===== config.mk =====
export PLATFORM = sky130hd
export DESIGN_NAME = ccff_chain_loader
export DESIGN_NICKNAME = d
export VERILOG_FILES = /design/src/rtl/ccff_loader_pkg.sv /design/src/rtl/ccff_word_serializer.sv /design/src/rtl/ccff_chain_loader.sv
export SDC_FILE = /design/constraint.sdc
export NUM_CORES = 1
export LEC_CHECK = 0
export ABC_AREA = 0
export BUFFER_PORTS_ARGS = -buffer_cell sky130_fd_sc_hd__clkbuf_2
export CAP_MARGIN = 10
export CORE_UTILIZATION = 60
export DETAILED_ROUTE_END_ITERATION = 16
export PLACE_DENSITY = 0.83
export SLEW_MARGIN = 20
export SYNTH_ARGS = -nofsm -noshare
export SYNTH_HDL_FRONTEND = slang
export SYNTH_HIERARCHICAL = 1
export SYNTH_SLANG_ARGS = --single-unit

===== constraint.sdc =====
create_clock -name prog_clk -period 4.7 [get_ports prog_clk]
set_input_delay 0.47 -clock prog_clk [delete_from_list [all_inputs] [get_ports prog_clk]]
set_output_delay 0.47 -clock prog_clk [all_outputs]
set_load 0.01 [all_outputs]

===== src/rtl/ccff_loader_pkg.sv =====
// Shared types and helpers for the ccff chain loader.
// Holds the sequencer state encoding and the words-per-pass calculation.
package ccff_loader_pkg;

    typedef enum logic [1:0] {
        ST_IDLE,
        ST_LOAD,
        ST_VERIFY,
        ST_FIN
    } ccff_state_e;

    // Words needed to cover one full pass of the chain (ceiling division).
    function automatic int words_per_pass(input int chain_len, input int word_w);
        return (chain_len + word_w - 1) / word_w;
    endfunction

endpackage


===== src/rtl/ccff_word_serializer.sv =====
// Word buffer and bit counter feeding the chain head.
// Presents one bit per cycle; the registered head/enable drive the chain.
module ccff_word_serializer
    import ccff_loader_pkg::*;
#(
    parameter int CHAIN_LEN = 48,
    parameter int WORD_W    = 8,
    parameter int CNT_W     = 16
) (
    input  logic              clk,
    input  logic              rst_n,
    input  logic              active,
    input  logic              allow,
    input  logic              bs_valid,
    input  logic [WORD_W-1:0] bs_data,
    output logic              bs_ready,
    output logic              accept,
    output logic              ccff_head,
    output logic              ccff_clk_en,
    output logic              pass_end
);

    localparam int PW = $clog2(WORD_W + 1);
    localparam logic [CNT_W-1:0] LAST_K = CNT_W'(CHAIN_LEN - 1);
    localparam logic [PW-1:0]    LAST_P = PW'(WORD_W - 1);

    logic [WORD_W-1:0] word_q;
    logic [PW-1:0]     pos_q;
    logic [CNT_W-1:0]  k_q;
    logic              rem_q;
    logic              last_q;
    logic              head_q;
    logic              en_q;

    logic              k_end;
    logic              w_end;
    logic [CNT_W-1:0]  k_nxt;

    // Ready when nothing further is left in the buffer; pass/word boundary decode.
    always_comb begin
        bs_ready = active && allow && !rem_q;
        accept   = bs_valid && bs_ready;
        k_end    = (k_q == LAST_K);
        k_nxt    = k_end ? '0 : k_q + 1'b1;
        w_end    = rem_q ? (pos_q == LAST_P) : (WORD_W == 1);
    end

    // Shift out buffered bits first, otherwise load a fresh word, otherwise bubble.
    always_ff @(posedge clk) begin
        if (!rst_n || !active) begin
            word_q <= '0;
            pos_q  <= '0;
            k_q    <= '0;
            rem_q  <= 1'b0;
            last_q <= 1'b0;
            head_q <= 1'b0;
            en_q   <= 1'b0;
        end else if (rem_q) begin
            head_q <= word_q[WORD_W-1];
            word_q <= word_q << 1;
            en_q   <= 1'b1;
            last_q <= k_end;
            rem_q  <= !(w_end || k_end);
            pos_q  <= pos_q + 1'b1;
            k_q    <= k_nxt;
        end else if (accept) begin
            head_q <= bs_data[WORD_W-1];
            word_q <= bs_data << 1;
            en_q   <= 1'b1;
            last_q <= k_end;
            rem_q  <= !(w_end || k_end);
            pos_q  <= PW'(1);
            k_q    <= k_nxt;
        end else begin
            en_q   <= 1'b0;
            last_q <= 1'b0;
        end
    end

    assign ccff_head   = head_q;
    assign ccff_clk_en = en_q;
    assign pass_end    = en_q && last_q;

endmodule


===== src/rtl/ccff_chain_loader.sv =====
// Configuration-chain bitstream driver with optional read-back verify.
// Sequencer, word budget and mismatch tracking around the serializer.
module ccff_chain_loader
    import ccff_loader_pkg::*;
#(
    parameter int CHAIN_LEN = 48,
    parameter int WORD_W    = 8,
    parameter int CNT_W     = 16
) (
    input  logic              prog_clk,
    input  logic              pReset,
    input  logic              start,
    input  logic              verify_en,
    input  logic              bs_valid,
    input  logic [WORD_W-1:0] bs_data,
    output logic              bs_ready,
    output logic              ccff_head,
    output logic              ccff_clk_en,
    input  logic              ccff_tail,
    output logic              busy,
    output logic              done,
    output logic              error,
    output logic [CNT_W-1:0]  mismatch_cnt
);

    localparam int WPP = words_per_pass(CHAIN_LEN, WORD_W);
    localparam logic [CNT_W-1:0] WORDS_1 = CNT_W'(WPP);
    localparam logic [CNT_W-1:0] WORDS_2 = CNT_W'(2 * WPP);

    ccff_state_e      state_q;
    ccff_state_e      state_d;
    logic             verify_q;
    logic [CNT_W-1:0] word_cnt_q;
    logic             error_q;
    logic [CNT_W-1:0] mm_q;

    logic             active;
    logic             allow;
    logic             accept;
    logic             pass_end;
    logic             start_acc;
    logic             cmp_fail;

    ccff_word_serializer #(
        .CHAIN_LEN (CHAIN_LEN),
        .WORD_W    (WORD_W),
        .CNT_W     (CNT_W)
    ) u_ser (
        .clk         (prog_clk),
        .rst_n       (pReset),
        .active      (active),
        .allow       (allow),
        .bs_valid    (bs_valid),
        .bs_data     (bs_data),
        .bs_ready    (bs_ready),
        .accept      (accept),
        .ccff_head   (ccff_head),
        .ccff_clk_en (ccff_clk_en),
        .pass_end    (pass_end)
    );

    // Status decode and the word budget that stops intake after the final pass.
    always_comb begin
        active    = (state_q == ST_LOAD) || (state_q == ST_VERIFY);
        allow     = word_cnt_q < (verify_q ? WORDS_2 : WORDS_1);
        start_acc = (state_q == ST_IDLE) && start;
        cmp_fail  = (state_q == ST_VERIFY) && ccff_clk_en
                    && (ccff_tail != ccff_head);
    end

    // Sequencer next state.
    always_comb begin
        state_d = state_q;
        case (state_q)
            ST_IDLE:   if (start) state_d = ST_LOAD;
            ST_LOAD:   if (pass_end) state_d = verify_q ? ST_VERIFY : ST_FIN;
            ST_VERIFY: if (pass_end) state_d = ST_FIN;
            ST_FIN:    state_d = ST_IDLE;
            default:   state_d = ST_IDLE;
        endcase
    end

    // Sequencer state register.
    always_ff @(posedge prog_clk) begin
        if (!pReset) state_q <= ST_IDLE;
        else         state_q <= state_d;
    end

    // Mode latch, word count and sticky verify result.
    always_ff @(posedge prog_clk) begin
        if (!pReset) begin
            verify_q   <= 1'b0;
            word_cnt_q <= '0;
            error_q    <= 1'b0;
            mm_q       <= '0;
        end else if (start_acc) begin
            verify_q   <= verify_en;
            word_cnt_q <= '0;
            error_q    <= 1'b0;
            mm_q       <= '0;
        end else begin
            if (accept) word_cnt_q <= word_cnt_q + 1'b1;
            if (cmp_fail) begin
                error_q <= 1'b1;
                if (mm_q != '1) mm_q <= mm_q + 1'b1;
            end
        end
    end

    assign busy         = active;
    assign done         = (state_q == ST_FIN);
    assign error        = error_q;
    assign mismatch_cnt = mm_q;

endmodule


==> results of run 1 <==
cell families after synthesis:
kind of cell | share of synthesized area [%]
flip-flops | 41.3
multiplexers | 4.32
adder cells (fa/ha/maj) | 3.86
buffers and inverters | 2.93
AND/OR/NAND/NOR | 27.4
XOR/XNOR | 5.40
AO/OA/AOI/OAI | 14.8
worst reg2reg max path, cell delays in order, from the launching register on:
cell,delay [ps]
dfxtp_1,360
or4_1,520
nor4_1,570
and3b_1,300
nand2_1,90
inv_1,170
nand4_1,280
nor3_1,490
a21oi_1,120
a31o_2,230
worst max-delay path by stage:
stage	from	endpoint	slack, ps	cells after the start
6_report	word_cnt_q[9]	word_cnt_q[13]	1450	9
5_1_grt	word_cnt_q[9]	word_cnt_q[13]	1190	9
4_1_cts	word_cnt_q[9]	word_cnt_q[13]	1480	9
3_5_place_dp	word_cnt_q[9]	word_cnt_q[13]	1480	9
3_3_place_gp	word_cnt_q[9]	word_cnt_q[13]	1610	9
2_1_floorplan	word_cnt_q[9]	word_cnt_q[13]	1870	9
cells in the final DEF (no fill, tap or decap), types with 8 or more instances in the layout:
master and n:
nand2_1 30, nor3_1 14, clkbuf_8 10, clkbuf_2 35, a21oi_1 23, mux2i_1 14
a211oi_1 9, nand4_1 13, dfxtp_1 67, ha_1 10, nor4_1 13, or3_1 8
nor2_1 44, xnor2_1 13, o21ai_0 11, inv_1 8, nand3_1 19
layout make-up:
class                           count  area (um2)
Fill cell                         399        1540
Timing Repair Buffer               36         183
Clock inverter                      2        35.0
Tap cell                           70        87.6
Multi-Input combinational cell    288        1810
Inverter                            8        30.0
Sequential cell                    67        1340
Clock buffer                       14         153
Yosys cell counts, drive strengths merged, types with 10 or more instances:
cell type,count,area [um2]
dfxtp,67,1340
nor2,44,165
nand2,30,113
a21oi,23,115
nand3,19,95.1
mux2i,14,140
nand4,14,93.8
nor3,14,70.1
nor4,13,81.3
xnor2,13,114
o21ai,11,55.1
ha,10,125
sequential cells by signal, summed over array words and instances, names as in the netlist:
name,flops
error,1
mismatch_cnt,16
state_q,2
u_ser/ccff_clk_en,1
u_ser/ccff_head,1
u_ser/k_q,16
u_ser/last_q,1
u_ser/pos_q,4
u_ser/rem_q,1
u_ser/word_q,7
verify_q,1
word_cnt_q,16
routing by layer:
metal,vias up,GRT usage [%],routed length (um)
met2,81,42.6,3250
met1,1331,30.3,3060
met3,15,5.16,285
met5,-,0,0
li1,1474,-,-
met4,0,13.0,147
where the power goes:
group / internal [mW] / total, mW / switching [mW]
clock: 0.260 / 0.468 / 0.209
sequential: 0.598 / 0.632 / 0.0339
combinational: 0.118 / 0.342 / 0.225
metrics by stage:
step,util (%),instance area (um2)
3_5_place_dp,66.7,3450
5_1_grt,70.3,3640
3_3_place_gp,66.7,3450
2_1_floorplan,-,3240
4_1_cts,70.3,3640
6_report,70.3,3640
==> impl_metrics.csv, run 1 <==
group,metric,value,unit
outcome,status,"finished clean",
power_and_ir_drop,vdd_ir_drop_max,0.000340,V
synth,synthFlopType,"dfxtp_1",
setup_path,start_kind,"flip-flop",
clocking,cts_setup_buffers,0,
drt,wl,6740,um
drt,viasPerCell,5.98,
placement,pre_cts_slack,1480,ps
timing,rsz0062_at_grt,"no",
setup_path,slowest_stage,"nor4_1",
power_and_ir_drop,pwr_density_cell,397,nW/um2
setup_path,crit_chain,"or4_1 > nor4_1 > and3b_1 > nand2_1 > inv_1 > nand4_1 > nor3_1 > a21oi_1 > a31o_2",
min_path,hold_depth,3,
drt,wire_per_inst,13.9,um
setup_path,crit_buf_inv,1,
min_path,hp-class,"primary input to flip-flop",
synth,avgSynthCellArea,8.63,um2
clocking,cts.clk_slew.worst_paths,70,ps
timing,period_minus_slack,3250,ps
global_route,grt_pass1_vias,2493,
timing,report.final.slew_viol_count,0,
die,die_height,75.5,um
synth,syn-instance-count,376,
finish,area.growth.synth_to_final,12.1,%
drt,vias,2901,
global_route,grt.overflow.total,0,
clocking,cts_made_buffers,9,
clocking,cts_tree,"built",
drt,drc_errors,0,
power_and_ir_drop,power,1.44,mW
die,dieWidth,75.5,um
die,start_util,62.7,%
placement,port_buffers,35,
timing,holdWs,388,ps
global_route,grt_pass1_wl,10800,um
timing,setup_viol,0,
setup_path,reg2regPathDepth,9,
timing,worstMarginPinSlew,1000,ps
finish,drive_gt1_share,13.5,%
clocking,cts.repair.resized,0,
die,boundaryPins,36,
run,maxCapViolCount,0,
finish,finalNetCount,434,
global_route,grt_max_degree,30,
setup_path,cp-end-kind,"flip-flop",
synth,async_flop_share,0,%
clocking,root_buffer,"clkbuf_8",
timing,setup_ws,1450,ps
setup_path,r2r_slack,1450,ps
timing,relSlewSlack,32.7,%
setup_path,r2r_end,"word_cnt_q[13]",
clocking,cts.htree.levels,3,
global_route,grtUsageTotal,25.2,%
setup_path,cp_slowest_stage_delay,570,ps
timing,finClkSkew,7.34,ps
placement,dp.cells,469,
setup_path,worstSetupPathType,"flip-flop to flip-flop",
placement,gp_congestion,0.838,
setup_path,crit_family,"simple AND/OR/NAND/NOR gates",
drt,dr.pass1.iters,4,
synth,synthesis.area,3240,um2
clocking,hold_buffers,0,
synth,synth_edf_count,0,
setup_path,crit_fanout,7,
drt,drt_iter0_markers,162,
synth,ys_warn_count,6,
power_and_ir_drop,leakagePower,1.30,nW
clocking,insertion_delay,340,ps
clocking,clock_sinks,67,
synth,ys_ff_latch,67,
timing,hold_viol,0,
finish,stdcell_count,485,
die,core_area,5170,um2
synth,syn-num-nets,400,
timing,timing.fmax,308,MHz
placement,post-dp-hpwl,4760,um
die,dieArea,5710,um2
setup_path,reg2reg_from,"word_cnt_q[9]",
die,num_rows,26,
global_route,antenna_found_initial,0,
finish,antenna_cells,0,
min_path,hold_end,"verify_q",
timing,setup-tns-final,0,ps
setup_path,cp.required,4940,ps
min_path,hold_path.startpoint,"verify_en",
clocking,cts_max_path_buffers,2,
setup_path,critPathArrivalTime,3480,ps
timing,fin_crit_sh,69.0,%
synth,yosysSeqAreaShare,41.3,%
synth,ys_types,48,
drt,drtAntennaViolNets,0,
Power figures use the tool's default switching activity.
==> run 2: changes to the inputs <==
Settings changed: ABC_AREA 0 to 1, CORE_UTILIZATION 60 to 59, PLACE_DENSITY 0.83 to 0.82.
Clock period 4.7 ns to 3.2 ns, I/O delays scaled along.
==> impl_metrics.csv, run 2 <==
group,metric,value,unit
outcome,status,"finished clean",
power_and_ir_drop,leakagePower,1.59,nW
drt,wl,7900,um
synth,ys_types,35,
synth,avgSynthCellArea,6.64,um2
die,boundaryPins,36,
finish,final_cell_mix,"139 x nand2_1, 94 x nor2_1, 67 x dfxtp_1",
power_and_ir_drop,power_frac_comb,22.9,%
die,die_height,81.0,um
clocking,cts_max_path_buffers,2,
clocking,cts.clk_slew.worst_paths,70,ps
placement,pre_cts_slack,608,ps
setup_path,r2r_slack,540,ps
timing,holdWs,227,ps
clocking,clock_sinks,67,
drt,wire_per_inst,11.8,um
global_route,antenna_found_initial,0,
timing,report.final.slew_viol_count,0,
timing,rsz0062_at_grt,"no",
drt,dr.pass1.iters,5,
finish,stdcell_count,670,
timing,finClkSkew,10.1,ps
power_and_ir_drop,power,2.04,mW
placement,dp.cells,654,
min_path,hold_depth,3,
clocking,cts.htree.levels,3,
placement,post-dp-hpwl,5730,um
synth,yosys.area.top_type,"dfxtp_1",
setup_path,reg2regPathDepth,14,
setup_path,critPathArrivalTime,2900,ps
placement,placed_area,3890,um2
timing,setup-tns-final,0,ps
die,num_rows,28,
power_and_ir_drop,pwr_density_cell,500,nW/um2
die,dieArea,6560,um2
global_route,grtUsageTotal,26.7,%
finish,drive_gt1_share,14.1,%
finish,area.growth.synth_to_final,10.7,%
run,maxCapViolCount,0,
setup_path,start_kind,"flip-flop",
die,core_area,5960,um2
clocking,cts_tree,"built",
clocking,cts_setup_buffers,0,
power_and_ir_drop,p_seq_share,45.6,%
timing,timing.fmax,376,MHz
power_and_ir_drop,p_switching,0.692,mW
setup_path,cp.required,3440,ps
synth,synthesis.area,3680,um2
synth,async_flop_share,0,%
finish,antenna_cells,0,
power_and_ir_drop,vdd_ir_drop_max,0.000520,V
synth,syn-instance-count,554,
synth,synth_top_area_share,36.4,%
power_and_ir_drop,p_int,1.34,mW
drt,drtAntennaViolNets,0,
min_path,hp-class,"primary input to flip-flop",
clocking,root_buffer,"clkbuf_8",
timing,fin_crit_sh,83.2,%
synth,yosysSeqAreaShare,36.4,%
synth,synth_edf_count,0,
placement,port_buffers,35,
synth,ys_warn_count,6,
timing,hold_viol,0,
finish,postLayoutCellArea,4080,um2
finish,finalNetCount,614,
timing,setup_viol,0,
power_and_ir_drop,clkPwrFrac,31.6,%
synth,ys_ff_latch,67,
finish,final_util,68.4,%
finish,final_common_cell,"nand2_1",
global_route,grt_pass1_wl,13800,um
synth,synthFlopType,"dfxtp_1",
synth,synth.most_common_cell,"nand2_1",
timing,relSlewSlack,61.0,%
die,start_util,61.8,%
setup_path,crit_fanout,11,
timing,setup_ws,538,ps
synth,syn-num-nets,578,
clocking,insertion_delay,340,ps
drt,vias,3605,
power_and_ir_drop,netSwitchingFraction,34.0,%
synth,yosys-top-cells-count,"139 x nand2_1, 94 x nor2_1, 67 x dfxtp_1",
clocking,cts.repair.resized,0,
setup_path,worstSetupPathType,"flip-flop to flip-flop",
setup_path,cp-end-kind,"flip-flop",
synth,synthTopCellsByArea,"dfxtp_1 36%, nand2_1 14%, nor2_1 9.6%",
placement,gp_congestion,0.910,
drt,drt_iter0_markers,195,
drt,drc_errors,0,
global_route,grt_pass1_vias,3315,
clocking,hold_buffers,0,
global_route,grt_max_degree,34,
global_route,grt.overflow.total,0,
drt,viasPerCell,5.38,
timing,period_minus_slack,2660,ps
clocking,cts_made_buffers,9,
timing,worstMarginPinSlew,583,ps
die,dieWidth,81.0,um
finish,fill_cells,514,
==> run 2: changes by cell type in the layout (fill, tap and decap cells not counted), moves of 8 or more <==
cell / delta
nand3_1: +27
o21ai_0: +12
mux2i_1: -14
xnor2_1: -11
nor2_1: +50
or3_1: -8
a21oi_1: +15
a211oi_1: -9
nor4_1: -11
inv_1: +47
nand2_1: +109
==> run 2: worst paths after layout <==
path                         from         endpoint
setup / recovery         verify_q   word_cnt_q[14]
hold / removal         bs_data[5]  u_ser/word_q[6]
setup reg to reg         verify_q   word_cnt_q[14]
hold reg to reg   u_ser/word_q[7]  u_ser/ccff_head
==> run 2: power by group through the flow <==
stage | Combinational [mW] | Sequential (mW) | Clock, mW
global route | 0.525 | 0.936 | 0.694
detailed placement | 0.458 | 0.946 | 0
global placement | 0.441 | 0.944 | 0
CTS | 0.463 | 0.928 | 0.655
floorplan | 0.393 | 0.932 | 0
finish | 0.466 | 0.928 | 0.643
==> run 2: final cells by class <==
class	instances	area [um2]	area share, %
Multi-Input combinational cell	416	2040	50.1
Sequential cell	67	1340	32.9
Inverter	58	219	5.37
Timing Repair Buffer	38	198	4.85
Clock buffer	12	155	3.81
Tap cell	75	93.8	2.30
Clock inverter	4	25.0	0.614
==> run 2: cells by family after synthesis <==
| family | share of synthesized area [%] |
|---|---|
| buffers and inverters | 8.06 |
| flip-flops | 36.4 |
| XOR/XNOR | 1.43 |
| adder cells (fa/ha/maj) | 3.40 |
| AO/OA/AOI/OAI | 11.3 |
| AND/OR/NAND/NOR | 39.4 |
==> run 2: worst max-delay path, stage by stage, from the launching register on <==
cell and delay (ps):
dfxtp_1 330, inv_1 70, ha_1 200, nor3_1 140
nand4_1 120, nor3_1 390, nand4_4 200, inv_1 310
nand3_1 170, nor2_1 200, nand2_2 110, nor2_1 130
nand3_1 80, nand2_1 60, nor2_1 40
==> run 2: per-layer routing <==
metal | vias to the layer above | track usage (%) | wire, um
met5 | - | 0 | 0
met4 | 0 | 13.8 | 228
met3 | 23 | 4.61 | 361
met2 | 94 | 44.5 | 3610
met1 | 1633 | 32.8 | 3710
li1 | 1855 | - | -
==> run 3: changes to the inputs <==
Clock period 3.2 ns to 2.78 ns, I/O delays scaled along.
==> impl_metrics.csv, run 3 (synthesized netlist as in run 2, its figures left out) <==
group,metric,value,unit
finish,fill_cells,523,
clocking,hold_buffers,0,
clocking,cts.clk_slew.worst_paths,80,ps
timing,hold_viol,0,
power_and_ir_drop,power,2.39,mW
drt,drt_iter0_markers,190,
timing,period_minus_slack,2360,ps
power_and_ir_drop,vdd_ir_drop_max,0.000527,V
die,num_rows,28,
power_and_ir_drop,pwr_density_cell,581,nW/um2
min_path,hold_depth,3,
die,dieArea,6560,um2
global_route,grt_pass1_vias,3269,
finish,stdcell_count,673,
finish,final_cell_mix,"139 x nand2_1, 94 x nor2_1, 67 x dfxtp_1",
run,maxCapViolCount,0,
clocking,cts_max_path_buffers,2,
die,boundaryPins,36,
drt,wire_per_inst,12.3,um
finish,finalNetCount,617,
setup_path,crit_fanout,6,
placement,dp.cells,657,
setup_path,cp-end-kind,"flip-flop",
timing,report.final.slew_viol_count,0,
timing,setup-tns-final,0,ps
clocking,root_buffer,"clkbuf_8",
drt,viasPerCell,5.39,
finish,antenna_cells,0,
die,die_height,81.0,um
timing,setup_viol,0,
outcome,status,"finished clean",
clocking,cts.htree.levels,3,
die,dieWidth,81.0,um
timing,rsz0062_at_grt,"no",
global_route,antenna_found_initial,0,
setup_path,cp.required,3030,ps
global_route,grt_max_degree,21,
clocking,insertion_delay,350,ps
timing,relSlewSlack,64.7,%
drt,wl,8290,um
power_and_ir_drop,leakagePower,1.60,nW
min_path,hp-class,"primary input to flip-flop",
die,start_util,61.8,%
timing,timing.fmax,423,MHz
setup_path,reg2regPathDepth,14,
setup_path,worstSetupPathType,"flip-flop to flip-flop",
clocking,cts_tree,"built",
finish,final_common_cell,"nand2_1",
setup_path,start_kind,"flip-flop",
placement,port_buffers,35,
placement,gp_congestion,0.920,
clocking,clock_sinks,67,
clocking,cts_made_buffers,9,
placement,post-dp-hpwl,6140,um
drt,drc_errors,0,
global_route,grtUsageTotal,27.4,%
clocking,cts_setup_buffers,0,
die,core_area,5960,um2
timing,worstMarginPinSlew,527,ps
global_route,grt_pass1_wl,13900,um
global_route,grt.overflow.total,0,
timing,finClkSkew,8.01,ps
drt,drtAntennaViolNets,0,
drt,dr.pass1.iters,4,
setup_path,critPathArrivalTime,2610,ps
finish,drive_gt1_share,14.9,%
drt,vias,3628,
finish,area.growth.synth_to_final,11.6,%
timing,fin_crit_sh,85.0,%
[run 3: changes by cell type in the layout (fill, tap and decap cells not counted), sizes merged]
cell      change
clkbuf        -2
inv           +1
clkinvlp      +1
buf           +3
[run 3: layer usage]
metal	wire [um]	part of all wire (%)	global-route usage, %	vias up
met2	4130	50	46.8	92
li1	-	-	-	1873
met4	114	1.4	9.82	0
met3	447	5.4	8.43	9
met5	0	0	0	-
met1	3600	43	32.1	1654
[run 3: power breakdown]
| part | switching (mW) | leakage, nW | total (mW) | internal, mW |
|---|---|---|---|---|
| registers | 0.0551 | 0.541 | 1.07 | 1.02 |
| logic | 0.386 | 0.974 | 0.568 | 0.182 |
| clock network | 0.398 | 0.0851 | 0.751 | 0.353 |
[run 3: repair_timing]
item | CTS | global route
gates resized for setup | 0 | 1
endpoints found under the hold margin | 0 | 0
setup endpoints to repair | 0 | 2
[run 3: final timing paths]
check / start / to / slack (ps)
setup / recovery: verify_q / word_cnt_q[14] / 420
hold / removal: bs_data[7] / u_ser/ccff_head / 170
hold reg to reg: u_ser/word_q[7] / u_ser/ccff_head / 470
setup reg to reg: verify_q / word_cnt_q[14] / 420
[run 3: through the flow]
step           instance area [um2]  utilization [%]  hold slack [ps]  setup slack, ps
2_1_floorplan                 3680                -              410              557
3_3_place_gp                  3920             65.8              455              486
3_5_place_dp                  3920             65.8              458              353
4_1_cts                       4100             68.9              160              329
5_1_grt                       4110             69.0              170              121
6_report                      4110             69.0              169              417
[run 3: area by class of cell]
cell class	instances	area (um2)	share of cell area (%)
Multi-Input combinational cell	416	2050	49.8
Timing Repair Buffer	41	220	5.36
Tap cell	75	93.8	2.28
Clock buffer	10	138	3.35
Inverter	58	219	5.33
Clock inverter	6	48.8	1.19
Sequential cell	67	1340	32.6
[run 3: critical path: stages (launching register included)]
cell	delay [ps]
dfxtp_1	340
inv_1	80
ha_1	190
nor3_1	130
nand4_1	120
nor3_2	280
nand4_4	180
inv_1	210
nand3_1	140
nor2_1	180
nand2_2	90
nor2_1	140
nand3_1	90
nand2_1	60
nor2_1	40
